**src/rtl/snn_pkg.sv**
```systemverilog
// Shared types and sizing helpers for the spiking classifier.
package snn_pkg;

   typedef enum logic [1:0] {ST_IDLE, ST_RUN, ST_DONE} state_t;

   localparam int THRESHOLD_DEF     = 16;
   localparam int THRESHOLD_INC_DEF = 2;
   localparam int THRESHOLD_DEC_DEF = 1;
   localparam int THRESHOLD_MIN_DEF = 8;
   localparam int THRESHOLD_MAX_DEF = 255;

   function automatic int addr_w(int ni, int nh, int no);
      return $clog2(ni * nh + nh * no);
   endfunction

   // Full-width sum of n weights, so no synaptic current is ever truncated.
   function automatic int cur_w(int ww, int n);
      return ww + $clog2(n + 1);
   endfunction

   function automatic int sel_w(int n);
      return (n > 1) ? $clog2(n) : 1;
   endfunction

endpackage

```
**src/rtl/snn_classifier_lif_neuron.sv**
```systemverilog
// Leaky integrate-and-fire neuron with an adaptive threshold and a registered spike.
module lif_neuron #(
   parameter int POT_W         = 8,
   parameter int CUR_W         = 6,
   parameter int THRESHOLD     = 16,
   parameter int THRESHOLD_INC = 2,
   parameter int THRESHOLD_DEC = 1,
   parameter int THRESHOLD_MIN = 8,
   parameter int THRESHOLD_MAX = 255,
   parameter int LEAK_SHIFT    = 3
) (
   input  logic             clk_i,
   input  logic             rst_ni,
   input  logic             en_i,
   input  logic             clr_i,
   input  logic [CUR_W-1:0] cur_i,
   output logic             spike_o
);
   localparam int SW = ((POT_W > CUR_W) ? POT_W : CUR_W) + 1;
   localparam logic [SW-1:0] PMAX = SW'((1 << POT_W) - 1);

   logic [POT_W-1:0] v, thr, s, leaked, thr_up, thr_dn;
   logic [SW-1:0]    sum;
   logic [POT_W:0]   up_raw;

   always_comb begin
      sum    = SW'(v) + SW'(cur_i);
      s      = (sum > PMAX) ? PMAX[POT_W-1:0] : sum[POT_W-1:0];
      // A shift of zero means no leak, not a full discharge.
      leaked = (LEAK_SHIFT == 0) ? s : s - (s >> LEAK_SHIFT);
      up_raw = {1'b0, thr} + (POT_W+1)'(THRESHOLD_INC);
      thr_up = (up_raw > (POT_W+1)'(THRESHOLD_MAX)) ? POT_W'(THRESHOLD_MAX) : up_raw[POT_W-1:0];
      thr_dn = ({1'b0, thr} >= (POT_W+1)'(THRESHOLD_MIN + THRESHOLD_DEC))
               ? thr - POT_W'(THRESHOLD_DEC) : POT_W'(THRESHOLD_MIN);
   end

   always_ff @(posedge clk_i or negedge rst_ni) begin
      if (!rst_ni) begin
         v       <= '0;
         thr     <= POT_W'(THRESHOLD);
         spike_o <= 1'b0;
      end else if (clr_i) begin
         v       <= '0;
         thr     <= POT_W'(THRESHOLD);
         spike_o <= 1'b0;
      end else if (en_i) begin
         if (s >= thr) begin
            spike_o <= 1'b1;
            v       <= '0;
            thr     <= thr_up;
         end else begin
            spike_o <= 1'b0;
            v       <= leaked;
            thr     <= thr_dn;
         end
      end
   end

endmodule

```
**src/rtl/snn_classifier.sv**
```systemverilog
// Two-layer spiking classifier: windowed run, output spike counting, argmax class.
module snn_classifier
   import snn_pkg::*;
#(
   parameter int NUM_IN        = 8,
   parameter int NUM_HIDDEN    = 3,
   parameter int NUM_OUT       = 10,
   parameter int WEIGHT_W      = 3,
   parameter int POT_W         = 8,
   parameter int CNT_W         = 8,
   parameter int WINDOW        = 64,
   parameter int THRESHOLD     = THRESHOLD_DEF,
   parameter int THRESHOLD_INC = THRESHOLD_INC_DEF,
   parameter int THRESHOLD_DEC = THRESHOLD_DEC_DEF,
   parameter int THRESHOLD_MIN = THRESHOLD_MIN_DEF,
   parameter int THRESHOLD_MAX = THRESHOLD_MAX_DEF,
   parameter int LEAK_SHIFT    = 3,
   localparam int ADDR_W = addr_w(NUM_IN, NUM_HIDDEN, NUM_OUT),
   localparam int SEL_W  = sel_w(NUM_OUT)
) (
   input  logic              clk_i,
   input  logic              rst_ni,
   input  logic [NUM_IN-1:0] in_spikes_i,
   input  logic              start_i,
   input  logic              wr_en_i,
   input  logic [ADDR_W-1:0] wr_addr_i,
   input  logic [WEIGHT_W-1:0] wr_data_i,
   input  logic [SEL_W-1:0]  count_sel_i,
   output logic              busy_o,
   output logic              done_o,
   output logic [SEL_W-1:0]  class_o,
   output logic [CNT_W-1:0]  count_o
);
   localparam int HW     = cur_w(WEIGHT_W, NUM_IN);
   localparam int OW     = cur_w(WEIGHT_W, NUM_HIDDEN);
   localparam int CYC_W  = $clog2(WINDOW + 1);
   localparam int NSYN_H = NUM_IN * NUM_HIDDEN;

   state_t state;
   logic [CYC_W-1:0] cyc;
   logic run, last, accept;
   logic [NUM_IN-1:0] in_g;
   logic [NUM_HIDDEN-1:0][NUM_IN-1:0][WEIGHT_W-1:0] w_h;
   logic [NUM_OUT-1:0][NUM_HIDDEN-1:0][WEIGHT_W-1:0] w_o;
   logic [NUM_HIDDEN-1:0][HW-1:0] cur_h;
   logic [NUM_OUT-1:0][OW-1:0]    cur_o;
   logic [NUM_HIDDEN-1:0] spk_h;
   logic [NUM_OUT-1:0]    spk_o;
   logic [NUM_OUT-1:0][CNT_W-1:0] cnt, cnt_nxt;
   logic [SEL_W-1:0] best;
   logic [CNT_W-1:0] best_cnt;

   assign run    = (state == ST_RUN);
   assign last   = run && (cyc == CYC_W'(WINDOW));
   assign accept = start_i && !run;

   always_ff @(posedge clk_i or negedge rst_ni) begin
      if (!rst_ni) begin
         w_h <= '0;
         w_o <= '0;
      end else if (wr_en_i && !run) begin
         for (int h = 0; h < NUM_HIDDEN; h++)
            for (int i = 0; i < NUM_IN; i++)
               if (wr_addr_i == ADDR_W'(h * NUM_IN + i)) w_h[h][i] <= wr_data_i;
         for (int o = 0; o < NUM_OUT; o++)
            for (int h = 0; h < NUM_HIDDEN; h++)
               if (wr_addr_i == ADDR_W'(NSYN_H + o * NUM_HIDDEN + h)) w_o[o][h] <= wr_data_i;
      end
   end

   // The final window cycle drains the network: inputs are gated off.
   always_comb begin
      in_g = last ? '0 : in_spikes_i;
      for (int h = 0; h < NUM_HIDDEN; h++) begin
         cur_h[h] = '0;
         for (int i = 0; i < NUM_IN; i++)
            if (in_g[i]) cur_h[h] = cur_h[h] + HW'(w_h[h][i]);
      end
      for (int o = 0; o < NUM_OUT; o++) begin
         cur_o[o] = '0;
         for (int h = 0; h < NUM_HIDDEN; h++)
            if (spk_h[h]) cur_o[o] = cur_o[o] + OW'(w_o[o][h]);
      end
   end

   for (genvar h = 0; h < NUM_HIDDEN; h++) begin : g_hid
      lif_neuron #(.POT_W(POT_W), .CUR_W(HW), .THRESHOLD(THRESHOLD),
                   .THRESHOLD_INC(THRESHOLD_INC), .THRESHOLD_DEC(THRESHOLD_DEC),
                   .THRESHOLD_MIN(THRESHOLD_MIN), .THRESHOLD_MAX(THRESHOLD_MAX),
                   .LEAK_SHIFT(LEAK_SHIFT))
      u_lif (.clk_i(clk_i), .rst_ni(rst_ni), .en_i(run), .clr_i(accept),
             .cur_i(cur_h[h]), .spike_o(spk_h[h]));
   end

   for (genvar o = 0; o < NUM_OUT; o++) begin : g_out
      lif_neuron #(.POT_W(POT_W), .CUR_W(OW), .THRESHOLD(THRESHOLD),
                   .THRESHOLD_INC(THRESHOLD_INC), .THRESHOLD_DEC(THRESHOLD_DEC),
                   .THRESHOLD_MIN(THRESHOLD_MIN), .THRESHOLD_MAX(THRESHOLD_MAX),
                   .LEAK_SHIFT(LEAK_SHIFT))
      u_lif (.clk_i(clk_i), .rst_ni(rst_ni), .en_i(run), .clr_i(accept),
             .cur_i(cur_o[o]), .spike_o(spk_o[o]));
   end

   // Argmax looks at next-state counts so the last in-window spike is included.
   always_comb begin
      for (int o = 0; o < NUM_OUT; o++)
         cnt_nxt[o] = (spk_o[o] && cnt[o] != {CNT_W{1'b1}}) ? cnt[o] + 1'b1 : cnt[o];
      best     = '0;
      best_cnt = cnt_nxt[0];
      for (int o = 1; o < NUM_OUT; o++)
         if (cnt_nxt[o] > best_cnt) begin
            best_cnt = cnt_nxt[o];
            best     = SEL_W'(o);
         end
      count_o = '0;
      for (int o = 0; o < NUM_OUT; o++)
         if (count_sel_i == SEL_W'(o)) count_o = cnt[o];
   end

   always_ff @(posedge clk_i or negedge rst_ni) begin
      if (!rst_ni) begin
         state   <= ST_IDLE;
         cyc     <= '0;
         busy_o  <= 1'b0;
         done_o  <= 1'b0;
         class_o <= '0;
         cnt     <= '0;
      end else begin
         done_o <= 1'b0;
         case (state)
            ST_IDLE, ST_DONE: begin
               if (start_i) begin
                  state  <= ST_RUN;
                  cyc    <= '0;
                  busy_o <= 1'b1;
                  cnt    <= '0;
               end else begin
                  state <= ST_IDLE;
               end
            end
            ST_RUN: begin
               cnt <= cnt_nxt;
               if (cyc == CYC_W'(WINDOW)) begin
                  state   <= ST_DONE;
                  busy_o  <= 1'b0;
                  done_o  <= 1'b1;
                  class_o <= best;
               end else begin
                  cyc <= cyc + 1'b1;
               end
            end
            default: state <= ST_IDLE;
         endcase
      end
   end

endmodule

```
**config.mk**
```make
export PLATFORM = sky130hd
export DESIGN_NAME = snn_classifier
export DESIGN_NICKNAME = d
export VERILOG_FILES = /design/src/rtl/snn_pkg.sv /design/src/rtl/snn_classifier_lif_neuron.sv /design/src/rtl/snn_classifier.sv
export SDC_FILE = /design/constraint.sdc
export NUM_CORES = 2
export LEC_CHECK = 0
export ABC_AREA = 1
export BUFFER_PORTS_ARGS = -buffer_cell sky130_fd_sc_hd__buf_4
export CAP_MARGIN = 30
export CORE_ASPECT_RATIO = 1.2
export CORE_MARGIN = 2
export CORE_UTILIZATION = 55
export CTS_BUF_LIST = sky130_fd_sc_hd__clkbuf_4 sky130_fd_sc_hd__clkbuf_8
export DETAILED_ROUTE_END_ITERATION = 10
export HOLD_SLACK_MARGIN = 0.02
export PLACE_DENSITY = 0.71
export SYNTH_ARGS = -nofsm -noshare
export SYNTH_HDL_FRONTEND = slang
export SYNTH_SLANG_ARGS = --single-unit
```
**constraint.sdc**
```tcl
create_clock -name clk_i -period 14.49 [get_ports clk_i]
set_input_delay 2.898 -clock clk_i [delete_from_list [all_inputs] [get_ports clk_i]]
set_output_delay 2.898 -clock clk_i [all_outputs]
set_load 0.02 [all_outputs]
```
# Word-level counts from Yosys, hierarchy flattened
# Cells that the tools add are included.
word_totals:
  ff_bits: 478
  out_inout_bits: 14
  elab_cells: 690
classes:
  n_addsub: 104
  order_cmp: 61
  eq_ne: 78
  muxes: 261
  n_reduce_logical: 78
op_table:
  columns: ["cell", "count"]
  rows:
  - ["$mux 8", 146]
  - ["$gt 9x8->1 const B", 26]
  - ["$mux 7", 23]
  - ["$pmux 80 s2", 1]
  - ["$add 7x3->7", 21]
  - ["$eq 6x6->1 const B", 22]
  - ["$add 8x2->9 const B", 13]
  - ["$reduce_and 2->1", 56]
  - ["$ge 8x4->1 const B", 13]
  - ["$ge 8x8->1", 13]
  - ["$sub 8x1->8 const B", 13]
  - ["$sub 8x5->8", 13]
  - ["$add 5x3->5", 20]
  - ["$mux 5", 20]
  - ["$eq 6x5->1 const B", 16]
  - ["$add 8x5->9", 10]
  - ["$add 8x1->8 const B", 10]
  - ["$mux 80", 1]
  - ["$ne 8x8->1 const B", 10]
  - ["$gt 8x8->1", 9]
  - ["$eq 6x4->1 const B", 8]
  - ["$mux 1", 45]
  - ["$mux 3", 13]
  - ["$mux 4", 8]
  - ["26 further kinds", 52]

# Logic depth before layout (Yosys ltp)
depth:
  word_depth: 25
  mapped_depth: 107
  mapped_depth_nobuf: 100

# Modules after synthesis
# From an unflattened synthesis, not the netlist that was laid out.
unflattened:
  hier_cells: 6343
  area_unflattened_um2: 45172.1
modules_own_cells:
  columns: ["mod", "instances", "cells_per_inst", "area_per_inst_um2", "seq_area_each_um2"]
  rows:
  - ["snn_classifier", 1, 2770, 20469.6, 6431.2]
  - ["lif_neuron at g_out[0].u_lif ...", 10, 273, 1895.6, 426.7]
  - ["lif_neuron at g_hid[0].u_lif ...", 3, 281, 1915.6, 426.7]

# Worst setup path after synthesis
# OpenSTA, ideal clock, no wires.
synth_timing:
  path_kind: "register -> register"
  start: "register cnt[8] (netlist bit)"
  end: "register class_o[1]"
  setup_ns: 0.065
  arrival_ns: 12.740
  setup_slack_ns: 1.685
  path_stages_with_launch: 92
  period_less_slack_ns: 12.805
  cell_sequence: "dfrtp_1 ha_1 nand2_1 nor2_1 nand2_1 nand2_1 inv_1 nand4_1 nor4_1 xor2_1 inv_1 ha_1 nand2_1 nor2_1 a211oi_1 nand2_1 nand2_2 clkbuf_1 [56 not listed] and2_1 ha_1 nand2_1 nor2_1 nand3_1 o21ai_1 clkbuf_1 o21ai_0 ha_1 a21oi_1 o21ai_0 nand2_1 o211ai_1 nand2_1 nand2_1 nor2_1 nand2_1 nand2_1"
synth_via:
  elab_chain_len: 21
  word_cells_on_any_way: 29
  classes_between: "add/sub (1); order compare (9); eq/ne (1); mux (17); reduce/logical (1)"
synth_lines:
  columns: ["element", "line_no", "text"]
  rows:
  - ["start, declared", "snn_classifier.sv:49", "logic [NUM_OUT-1:0][CNT_W-1:0] cnt, cnt_nxt;"]
  - ["start signal, assigned", "snn_classifier.sv:142", "cnt <= cnt_nxt;"]
  - ["branches (longest 2 deep; another with $add 8x1->8)", null, null]
  - ["$mux 8 (*)", "snn_classifier.sv:107", "cnt_nxt[o] = (spk_o[o] && cnt[o] != {CNT_W{1'b1}}) ? cnt[o] + 1'b1 : cnt[o];"]
  - ["$gt 8x8->1", "snn_classifier.sv:111", "if (cnt_nxt[o] > best_cnt) begin"]
  - ["$mux 8 (*)", "snn_classifier.sv:111", null]
  - ["$gt 8x8->1", "snn_classifier.sv:111", null]
  - ["$mux 8", "snn_classifier.sv:111", null]
  - ["$gt 8x8->1", "snn_classifier.sv:111", null]
  - ["$mux 8", "snn_classifier.sv:111", null]
  - ["[4 not listed]", null, null]
  - ["$gt 8x8->1", "snn_classifier.sv:111", null]
  - ["$mux 8", "snn_classifier.sv:111", null]
  - ["$gt 8x8->1", "snn_classifier.sv:111", null]
  - ["$mux 8", "snn_classifier.sv:111", null]
  - ["$gt 8x8->1", "snn_classifier.sv:111", null]
  - ["$mux 8", "snn_classifier.sv:111", null]
  - ["$gt 8x8->1", "snn_classifier.sv:111", null]
  - ["$mux 4 (*)", "snn_classifier.sv:111", null]
  - ["end signal, assigned", "snn_classifier.sv:147", "class_o <= best;"]
  - ["end, declared", "snn_classifier.sv:31", "output logic [SEL_W-1:0] class_o,"]
# Mark *: on every way between the ends.
# A chain may end at the register's enable or synchronous reset.

# Final worst setup path
# Ends and elaborated chain as after synthesis.

==> run metrics <==
status completed; # IOs 39; Cells after DPL 6663; most common cell in the netlist nand2_1; crit-path max cell delay 420 ps; mapped cell area 0.04216 sq mm; # hold bufs at CTS 0; worst path arrival time 13690 ps; Finished Core Util 59.87%; clock skew 36.04 ps; Post-Layout Cell Count 6822; Worst Hold Endpoint w_o[37]$_DFFE_PN0P_; global-route wire length before repair 180800 um; CP bufs+invs 6; iteration count of the initial detailed-routing pass 6; DRC 0; Critical Path Fanout Max 17; Most Used Layer, Global Route met2; final wirelength 107200 um; Hold WC Path Type flop to flop; Avg Vias per Cell 5.565; Synth Flop Type dfrtp_1; DP HPWL 78550 um; minimum clock period 13050 ps; Mapped Cells 5705; Area contributors post-synth dfrtp_1 28%, ha_1 15%, nand2_1 10%, inv_1 7.8%, o21ai_0 7.0%; Max Slew Vio Count 0; Setup crit start kind flop; CTS tree built; nets@finish 6347; initial antenna violation count 1; die height 307.3 um; Peak Freq 0.07661 GHz; M1 GR Usage 34.80%; worst hold path stage count 2; Worst-path clk slew 60 ps; grt total ovfl 0; num rows 111; met3 global-route usage 3.070%; Net Count, Synth 6315; Worst-Margin Slew 972.3 ps; final hold slack 483.0 ps; Sinks on Clock Net 478; clk_lat worst skew 710 ps; final antenna-violating net count 0; wire per inst 15.71 um; final-report setup violation count 0; GP Congestion 0.9296; area leader, netlist dfrtp_1; Max Root-Sink Buffers 3; CTS H-tree depth 3; r2r setup slk 1440 ps; largest net degree at the start of global routing 146; core area 0.07611 sq mm; Yosys cell types 60; share of the synthesized area in the top cell type 27.60%; fillers 7094; Initial Utilization 55.39%; FF-to-FF Start cnt[8]$_DFFE_PN0P_; Seq/Total Area, Yosys 28.41%; worst hold start w_o[37]$_DFFE_PN0P_; area delta synth->final 8.082%; Die X 256.7 um; number of synthesized flops with an enable pin 0; FFs w/ async S/R, synth 100.0%; yosys warns 0; top cells by count, synth 1119 x nand2_1, 881 x inv_1, 590 x o21ai_0, 518 x ha_1, 465 x dfrtp_1; TritonCTS Buffers 88; register bit total from synthesis 478; CTS root buffer clkbuf_8; DRT iter0 DRCs 2597; number of global-route vias before repair 37520; detailed-route via count 37960; layout cells sized above 1 5.651%; RR Endpoint class_o[1]$_DFFE_PN0P_; total track usage 27.32%; period utilization 90.09%; crit path kind flop to flop; Fin. Hold Viols 0; max_cap viols 0; Worst setup EP type flop; syn_area_per_cell 7.389 sq um; die area 0.07889 sq mm; Top delay family on crit path simple AND/OR/NAND/NOR gates; FF-to-FF path depth 86; Worst Path Required 15130 ps; most frequent CP cell nand2_1; max_slew headroom 33.50%; # port buffers 38; CP max stage cell dfrtp_1; met2 Use GR 48.60%
==> worst max-delay path by stage <==
stage                  startpoint                     end  slack [ps]  cells after the start
2_1_floorplan  cnt[8]$_DFFE_PN0P_  class_o[1]$_DFFE_PN0P_        1690                     91
3_3_place_gp   cnt[0]$_DFFE_PN0P_  class_o[1]$_DFFE_PN0P_         940                     83
4_1_cts        cnt[8]$_DFFE_PN0P_  class_o[1]$_DFFE_PN0P_         950                     84
3_5_place_dp   cnt[8]$_DFFE_PN0P_  class_o[1]$_DFFE_PN0P_         970                     84
5_1_grt        cnt[8]$_DFFE_PN0P_  class_o[2]$_DFFE_PN0P_         -70                     87
6_report       cnt[8]$_DFFE_PN0P_  class_o[1]$_DFFE_PN0P_        1440                     86
==> worst min-delay path: stages, from the launching register on <==
cell	delay, ps
dfrtp_1	340
nand2_1	50
o21ai_0	60
==> metal layers <==
| metal | vias to the layer above | part of all wire, % | wire, um |
|---|---|---|---|
| met5 | - | 0 | 0 |
| met4 | 0 | 2.2 | 2396 |
| met3 | 167 | 4.4 | 4705 |
| met2 | 803 | 49 | 52600 |
| met1 | 18000 | 44 | 47470 |
| li1 | 18990 | - | - |
==> cells in the final DEF (no fill, tap or decap), types with 57 or more instances in the layout <==
cell	netlist	routed
clkbuf_8	0	110
nor2_1	419	415
nor3_1	99	96
ha_1	518	518
xor2_1	283	283
o21ai_0	590	578
buf_4	0	57
nand2_1	1119	1118
inv_1	881	876
fa_1	67	67
dfrtp_1	465	465
o22ai_1	100	100
a21oi_1	295	295
nand3_1	250	250
==> logic make-up after synthesis <==
family	synth area share, %
flops	28.41
compound gates	16.41
fa+ha+maj	18.56
simple gates	20.59
xor+xnor	6.981
buf+inv	9.047
==> through the flow <==
| stage | cell area [sq um] | worst slack, ps | TNS (ps) |
|---|---|---|---|
| after floorplan | 42160 | 1685 | 0 |
| after global placement | 43470 | 941.2 | 0 |
| after detailed placement | 43550 | 972.7 | 0 |
| after CTS | 45480 | 948.7 | 0 |
| after global routing | 45560 | -65.29 | -157.3 |
| final | 45560 | 1436 | 0 |
==> area by class of cell <==
type	count	area, sq um	share of cell area (%)
diodes	1	2.502	0.005492
inverters	891	3353	7.360
multi-input cells	4213	26470	58.09
repair buffers	64	554.3	1.217
clock inverters	28	275.3	0.6041
repair inverters	1	5.005	0.01098
clock buffers	129	1657	3.636
flip-flops and latches	478	11980	26.29
well taps	1017	1272	2.793
==> timing repair <==
item                                    CTS  global route
endpoints found under the setup margin    0             4
setup buffers                             0             0
gates resized for setup                   0            27
==> flip-flops by register name, indices dropped and copies added, names as in the netlist, 7 cells and up <==
signal	cells
w_o	90
cnt	80
g_out.u_lif.thr	80
g_out.u_lif.v	80
w_h	72
g_hid.u_lif.thr	24
g_hid.u_lif.v	24
g_out.u_lif.spike_o	10
cyc	7
Power is not shown: default switching activity piles up to over one toggle a cycle in this logic, so the estimate is an artifact.
